**src/rtl/traceback_sequencer.sv**
```systemverilog
// Traceback job sequencer: starts the traceback unit, stacks emitted (r,q) pairs in a LIFO,
// then streams them out top-left first over a valid/ready channel.
module traceback_sequencer #(
    parameter int unsigned L      = 8,
    parameter int unsigned B      = 4,
    parameter int unsigned TO_LIM = 2*L+4
) (
    input  logic                        clk,
    input  logic                        rst_n,
    input  logic                        job_valid,
    output logic                        job_ready,
    output logic                        start_traceback,
    input  logic [2:0]                  tb_out_r,
    input  logic [2:0]                  tb_out_q,
    input  logic                        tb_finish,
    output logic                        tbmem_release,
    output logic                        aln_valid,
    input  logic                        aln_ready,
    output logic [2:0]                  aln_r,
    output logic [2:0]                  aln_q,
    output logic                        aln_last,
    output logic [$clog2(2*L):0]        aln_len,
    output logic                        job_done,
    output logic                        job_err
);
    localparam int unsigned DEPTH = 2*L;
    localparam int unsigned AW    = $clog2(DEPTH);
    localparam int unsigned PW    = AW + 1;
    localparam int unsigned WW    = $clog2(TO_LIM + 1);
    localparam logic [PW-1:0] FULL    = PW'(DEPTH);
    localparam logic [WW-1:0] WD_LAST = WW'(TO_LIM - 1);

    if (B < 1) begin : g_bad_b
        $error("traceback_sequencer: B must be at least 1");
    end

    typedef enum logic [1:0] {IDLE, COLLECT, DRAIN, DONE} state_t;

    state_t        state_q;
    logic [PW-1:0] ptr_q, ptr_d;
    logic [WW-1:0] wd_q;
    logic [5:0]    lifo_q [DEPTH];
    logic          push, overflow, push_ok;
    logic [5:0]    top_pair, next_pair;

    always_comb begin
        push      = (state_q == COLLECT) && (tb_out_r != 3'b111);
        overflow  = push && (ptr_q == FULL);
        push_ok   = push && !overflow;
        ptr_d     = ptr_q + PW'(push_ok);
        // The pair pushed on the finishing edge is the new top, so forward it around the LIFO.
        top_pair  = push_ok ? {tb_out_r, tb_out_q} : lifo_q[AW'(ptr_q - PW'(1))];
        next_pair = lifo_q[AW'(ptr_q - PW'(2))];
    end

    always_ff @(posedge clk) begin
        if (push_ok) begin
            lifo_q[ptr_q[AW-1:0]] <= {tb_out_r, tb_out_q};
        end
    end

    always_ff @(posedge clk or negedge rst_n) begin
        if (!rst_n) begin
            state_q         <= IDLE;
            ptr_q           <= '0;
            wd_q            <= '0;
            job_ready       <= 1'b1;
            start_traceback <= 1'b0;
            tbmem_release   <= 1'b0;
            aln_valid       <= 1'b0;
            aln_r           <= 3'b111;
            aln_q           <= 3'b111;
            aln_last        <= 1'b0;
            aln_len         <= '0;
            job_done        <= 1'b0;
            job_err         <= 1'b0;
        end else begin
            tbmem_release <= 1'b0;
            job_done      <= 1'b0;
            case (state_q)
                IDLE: begin
                    if (job_valid && job_ready) begin
                        state_q         <= COLLECT;
                        job_ready       <= 1'b0;
                        start_traceback <= 1'b1;
                        ptr_q           <= '0;
                        aln_len         <= '0;
                        job_err         <= 1'b0;
                        wd_q            <= '0;
                    end
                end
                COLLECT: begin
                    wd_q    <= wd_q + WW'(1);
                    ptr_q   <= ptr_d;
                    aln_len <= ptr_d;
                    if (overflow || (!tb_finish && wd_q == WD_LAST)) begin
                        start_traceback <= 1'b0;
                        tbmem_release   <= 1'b1;
                        job_err         <= 1'b1;
                        job_done        <= 1'b1;
                        state_q         <= DONE;
                    end else if (tb_finish) begin
                        start_traceback <= 1'b0;
                        tbmem_release   <= 1'b1;
                        if (ptr_d == '0) begin
                            job_done <= 1'b1;
                            state_q  <= DONE;
                        end else begin
                            aln_valid        <= 1'b1;
                            {aln_r, aln_q}   <= top_pair;
                            aln_last         <= (ptr_d == PW'(1));
                            state_q          <= DRAIN;
                        end
                    end
                end
                DRAIN: begin
                    if (aln_ready) begin
                        ptr_q <= ptr_q - PW'(1);
                        if (ptr_q == PW'(1)) begin
                            aln_valid <= 1'b0;
                            aln_last  <= 1'b0;
                            aln_r     <= 3'b111;
                            aln_q     <= 3'b111;
                            job_done  <= 1'b1;
                            state_q   <= DONE;
                        end else begin
                            {aln_r, aln_q} <= next_pair;
                            aln_last       <= (ptr_q == PW'(2));
                        end
                    end
                end
                DONE: begin
                    job_ready <= 1'b1;
                    state_q   <= IDLE;
                end
                default: state_q <= IDLE;
            endcase
        end
    end
endmodule

```
**config.mk**
```make
export PLATFORM = sky130hd
export DESIGN_NAME = traceback_sequencer
export DESIGN_NICKNAME = d
export VERILOG_FILES = /design/src/rtl/traceback_sequencer.sv
export SDC_FILE = /design/constraint.sdc
export NUM_CORES = 1
export LEC_CHECK = 0
export BUFFER_PORTS_ARGS = -buffer_cell sky130_fd_sc_hd__buf_4
export CELL_PAD_IN_SITES_DETAIL_PLACEMENT = 1
export CELL_PAD_IN_SITES_GLOBAL_PLACEMENT = 1
export CORE_ASPECT_RATIO = 2
export CORE_MARGIN = 8
export CORE_UTILIZATION = 50
export DETAILED_ROUTE_END_ITERATION = 8
export PLACE_DENSITY = 0.8
export SLEW_MARGIN = 0
export SYNTH_ARGS = -nofsm -noshare
export SYNTH_HDL_FRONTEND = slang
export SYNTH_SLANG_ARGS = --single-unit
```
**constraint.sdc**
```tcl
create_clock -name clk -period 4.4 [get_ports clk]
set_clock_uncertainty 0.15 [all_clocks]
set_input_delay 0.44 -clock clk [delete_from_list [all_inputs] [get_ports clk]]
set_output_delay 0.44 -clock clk [all_outputs]
set_load 0.005 [all_outputs]
```
# Word level (Yosys, flattened, before mapping)
# Memory sizes are Yosys's and may differ from the RTL's.
# Index checks and enable logic that the tools add are counted.
# totals
ff_bits	30
ramBits	96
inputBits	11
out_inout_bits	18
word_cells	113
n_memories	1
# mem_list
name	depth	word_bits	rd	rd_ports_with_merged_regs	write_ports	line_no	rtl
lifo_q	16	6	2	0	1	42	logic [5:0] lifo_q [DEPTH];
# classes
addsub	4
n_eq_ne	17
muxes	56
reduce_logical	22
# ops
cell	count
3-bit two-way mux	10
1-bit two-way mux	26
5-bit case mux with 2 select lines	2
5-bit case mux with 3 select lines	1
2-bit inequality test, second input constant	6
1-bit case mux with 2 select lines	6
3-bit case mux with 2 select lines	2
5-bit by 1-bit equality test with 1-bit output, second input constant	2
5-bit equality test, second input constant	2
2-bit two-way mux	5
5-bit two-way mux	2
3-bit AND reduction	3
2-bit case mux with 4 select lines	1
6-bit two-way mux	1
6-bit AND reduction	1
2-bit nonzero test	3
5-bit by 1-bit adder with 5-bit output	1
5-bit by 1-bit adder with 5-bit output, second input constant	1
5-bit by 2-bit equality test with 1-bit output, second input constant	1
1-bit logical AND	5
5-bit logical NOT	1
5-bit AND reduction	1
5-bit by 1-bit subtractor with 5-bit output, second input constant	1
2-bit equality test, second input constant	2
other kinds (11)	13

# Longest topological paths before layout
# logic_depth
ltp_word	11
mapped_depth	17
ltp_nobuf	12

# Least setup slack after synthesis
# Ideal clock, no wire load.
# synth_timing
path_type	register -> register
start	register ptr_q[0]
end	register aln_last
setup_ns	0.125
arrival_ns	3.561
required_time_ns	4.125
setup_slack_ns	0.564
stages_incl_launch_ff	18
path_buffers	5
period_less_slack_ns	3.836
cell_sequence	dfrtp_1 buf_4 buf_2 inv_1 buf_2 ha_1 and4bb_1 or2_1 buf_4 inv_2 buf_6 ha_1 ha_1 xor2_1 nor4b_2 a211oi_2 o21ai_4 mux2_4
# synth_between
elab_chain_len	10
elab_cells_between_ends	19
classes_between	add/sub: 1; eq/ne: 6; mux: 6; reduce/logical: 6
# synth_lines
element	line_no	rtl
start: declaration	40	logic [PW-1:0] ptr_q, ptr_d;
start signal: assignment	94	ptr_q <= ptr_d;
start signal: assignment	118	ptr_q <= ptr_q - PW'(1);
5-bit equality test	48	overflow = push && (ptr_q == FULL);
1-bit logical AND	48	
1-bit logical NOT	49	push_ok = push && !overflow;
1-bit logical AND	49	
5-bit by 1-bit adder with 5-bit output	50	ptr_d = ptr_q + PW'(push_ok);
5-bit by 1-bit equality test with 1-bit output	111	aln_last <= (ptr_d == PW'(1));
1-bit two-way mux	105	if (ptr_d == '0) begin
1-bit two-way mux	102	end else if (tb_finish) begin
1-bit two-way mux	96	if (overflow || (!tb_finish && wd_q == WD_LAST)) begin
1-bit case mux with 2 select lines	80	case (state_q)
end signal: assignment	111	
end signal: assignment	128	aln_last <= (ptr_q == PW'(2));
end: declaration	21	output logic aln_last,
# Several ways; a longest one is shown, not always the timed one. The select of a mux whose other input is x is not followed.
# A chain may end at the register's enable or synchronous reset.

# Worst setup path after layout
# layout_timing
start	register ptr_q[2]
end	register aln_last
# Same word-level chain as after synthesis.

==> results.toml <==
[place]
dp_cells = 604
port_buffers = 28
place_congestion = 0.833
dp_hpwl_um = 11300

[cts]
insertion_delay_ps = 420
cts_tree = "yes"
cts_buffer_depth = 2
htree_levels = 4
cts_resized = 0
cts_setup_buffers = 0
clk_pin_slew_ps = 60
cts_made_buffers = 17
cts_root_buffer = "clkbuf_16"
cts.sinks = 126

[power]
cellPowerDensity_mw_per_mm2 = 680
p_leak_nw = 2.75
irDropWorstVdd_v = 0.000646

[cells_and_area]
diodes = 0
multi_input_area_mm2 = 0.00264
layout.area.seq_mm2 = 0.00364
area_delta_synth_final_pct = 14.5
final_layout_size_suffix_gt1_frac = 0.285
fill_cells = 1209
layout_commonest_cell = "edfxtp_1"
final_cell_mix = "edfxtp_1 (96), mux4_2 (43), buf_4 (37)"
finish.net_count = 498
utilization = 0.581
instances_no_fill = 637

[synthesis]
syn_nets = 465
yosys_warnings = 0
syn_inst = 439
synth-async-reset-ratio = 0.238
ys_ff_latch = 126
syn_area_per_cell_um2 = 14.9
yosysUniqueCellTypes = 61
yosysSeqAreaShare = 0.559
synth_edf_count = 96
syn_area_mm2 = 0.00652
ys.flop_type = "edfxtp_1"

[routing]
ant_nets = 0
drcViolationCount = 0
firstDrtPassIters = 5
vias = 4194
first_iter_violations = 307
vias_per_cell = 6.58
wl_per_cell_um = 27.4
drt-total-wl_um = 17500

[critical_path]
worstRegToRegCells = 10
rr_startpoint = "ptr_q[2]$_DFFE_PN0P_"
cp_slowest_stage_delay_ps = 770
slowest_stage = "dfrtp_1"
worstPathMaxFanout = 14
crit_family = "flip-flops"
required_ps = 4560
cp.arrival_ps = 3980
cpMostUsedCell = "ha_1"
crit_type = "reg2reg"
startpoint_type = "flop"
path_depth = 10
end_kind = "flop"
crit_path_start = "ptr_q[2]$_DFFE_PN0P_"
path_cells = "and4bb_1 -> or2_1 -> inv_2 -> ha_1 -> ha_1 -> nand3_1 -> xor2_1 -> a211oi_2 -> o21ai_4 -> mux2_4"
reg2reg_to = "aln_last$_DFFE_PN0P_"
crit_end = "aln_last$_DFFE_PN0P_"
critPathBufInv = 1
r2r_slack_ps = 580

[sta]
slew_violations = 0
period_share = 0.868
rsz0062_at_grt = "false"
fin_crit_ps = 3820
slew_headroom = 0.139
worstMarginPinSlew_ps = 1290
setup_violations = 0
setup_tns_ps = 0
hold_viol = 0
fmax_ghz = 0.262

[floorplanning]
dieArea_mm2 = 0.0172
start_util = 0.508
fp.dieH_um = 178
fp.coreArea_mm2 = 0.0128
ioPinCount = 29
die_w_um = 96.8
rows = 59

[outcome]
status = "completed"

[global_route]
grt_max_degree = 42
globalRouteOverflowTotal = 0
grtUsageTotal = 0.209
grt_pass1_wl_um = 27100
antenna_found_initial = 0
grt_pass1_vias = 4528

[flow_run]
drv_cap = 0

[hold_path]
worst_hold_path_type = "in2reg"
cell families (layout without fill, tap and decap cells):
group / count (synthesis) / count (layout) / share of synthesized area
compound gates: 82 / 82 / 0.0879
xor+xnor: 9 / 9 / 0.0161
fa+ha+maj: 15 / 15 / 0.0288
buf+inv: 40 / 86 / 0.0361
flops: 126 / 126 / 0.559
mux: 75 / 75 / 0.200
simple gates: 92 / 92 / 0.0723
what timing repair did:
action / in CTS / in global routing
setup endpoints to repair: 0 / 0
endpoints found under the hold margin: 23 / 0
hold buffers: 1 / 0
worst min path at each step:
stage	from	to	slack (ps)	cells past startpoint
after floorplan	rst_n	aln_last$_DFFE_PN0P_	-6	0
after global placement	rst_n	wd_q[2]$_DFFE_PN0P_	240	1
after detailed placement	rst_n	wd_q[2]$_DFFE_PN0P_	240	1
after CTS	aln_ready	job_done$_DFF_PN0_	170	3
after global routing	aln_ready	job_done$_DFF_PN0_	170	3
final	aln_ready	job_done$_DFF_PN0_	190	3
routing by layer:
metal	vias up	routed length [um]	track usage
li1	1802	-	-
met1	2183	6810	0.247
met2	185	9260	0.360
met3	24	1010	0.0425
met4	0	384	0.0897
met5	-	0	0
metrics by stage:
step           setup slack (ps)  power (mW)  hold WS, ps  cell area (um^2)
2_1_floorplan               564        2.95        -5.59              6520
3_3_place_gp                989        3.46          237              6810
3_5_place_dp                757        3.52          241              6810
4_1_cts                     656        5.09          167              7470
5_1_grt                     385        5.29          169              7470
6_report                    579        5.07          193              7470
tightest hold or removal path, delay by kind of cell:
family	cells	cell delay (ps)
buffers and inverters	1	120
AND/OR/NAND/NOR	1	70
AO/OA/AOI/OAI	1	90
cells in the mapped netlist, types with 2 or more instances:
library cell | number | area (um^2)
nor3_1 | 4 | 20.0
clkbuf_1 | 5 | 18.8
buf_6 | 5 | 56.3
buf_2 | 7 | 35.0
inv_1 | 15 | 56.3
nand2_1 | 25 | 93.8
a32o_1 | 3 | 30.0
o31ai_1 | 6 | 45.0
and3_1 | 4 | 25.0
nor2_1 | 27 | 101
nand2b_1 | 2 | 12.5
o221ai_1 | 2 | 17.5
o211ai_1 | 6 | 45.0
xor2_1 | 6 | 52.6
a21o_1 | 7 | 52.6
mux2_2 | 10 | 113
dfstp_2 | 7 | 184
mux4_2 | 43 | 968
nand3b_1 | 2 | 15.0
buf_4 | 6 | 45.0
a211oi_1 | 4 | 30.0
a32oi_1 | 2 | 17.5
nand3_1 | 11 | 55.1
a21oi_1 | 13 | 65.1
nand4_1 | 3 | 18.8
o22ai_1 | 10 | 62.6
ha_1 | 15 | 188
o21ai_0 | 16 | 80.1
mux2i_1 | 21 | 210
edfxtp_1 | 96 | 2880
o2bb2ai_1 | 3 | 26.3
dfrtp_1 | 23 | 576
nor4b_2 | 2 | 30.0
cell type report:
class                           instances  share of cell area
Clock buffer                           19              0.0580
Timing Repair Buffer                   38              0.0385
Multi-Input combinational cell        273               0.354
Sequential cell                       126               0.488
Clock inverter                         13              0.0280
Tap cell                              152              0.0255
Inverter                               16             0.00804
report_power, final:
part	internal [mW]	switching (mW)
clock network	1.01	0.523
logic	0.781	1.17
registers	1.48	0.121
total	3.27	1.81
sequential cells by signal (all words and copies together) (netlist names):
| register | cells |
|---|---|
| aln_last | 1 |
| aln_len | 5 |
| aln_q | 3 |
| aln_r | 3 |
| aln_valid | 1 |
| job_done | 1 |
| job_err | 1 |
| job_ready | 1 |
| lifo_q | 96 |
| ptr_q | 5 |
| start_traceback | 1 |
| state_q | 2 |
| tbmem_release | 1 |
| wd_q | 5 |
Power figures use the tool's default switching activity.
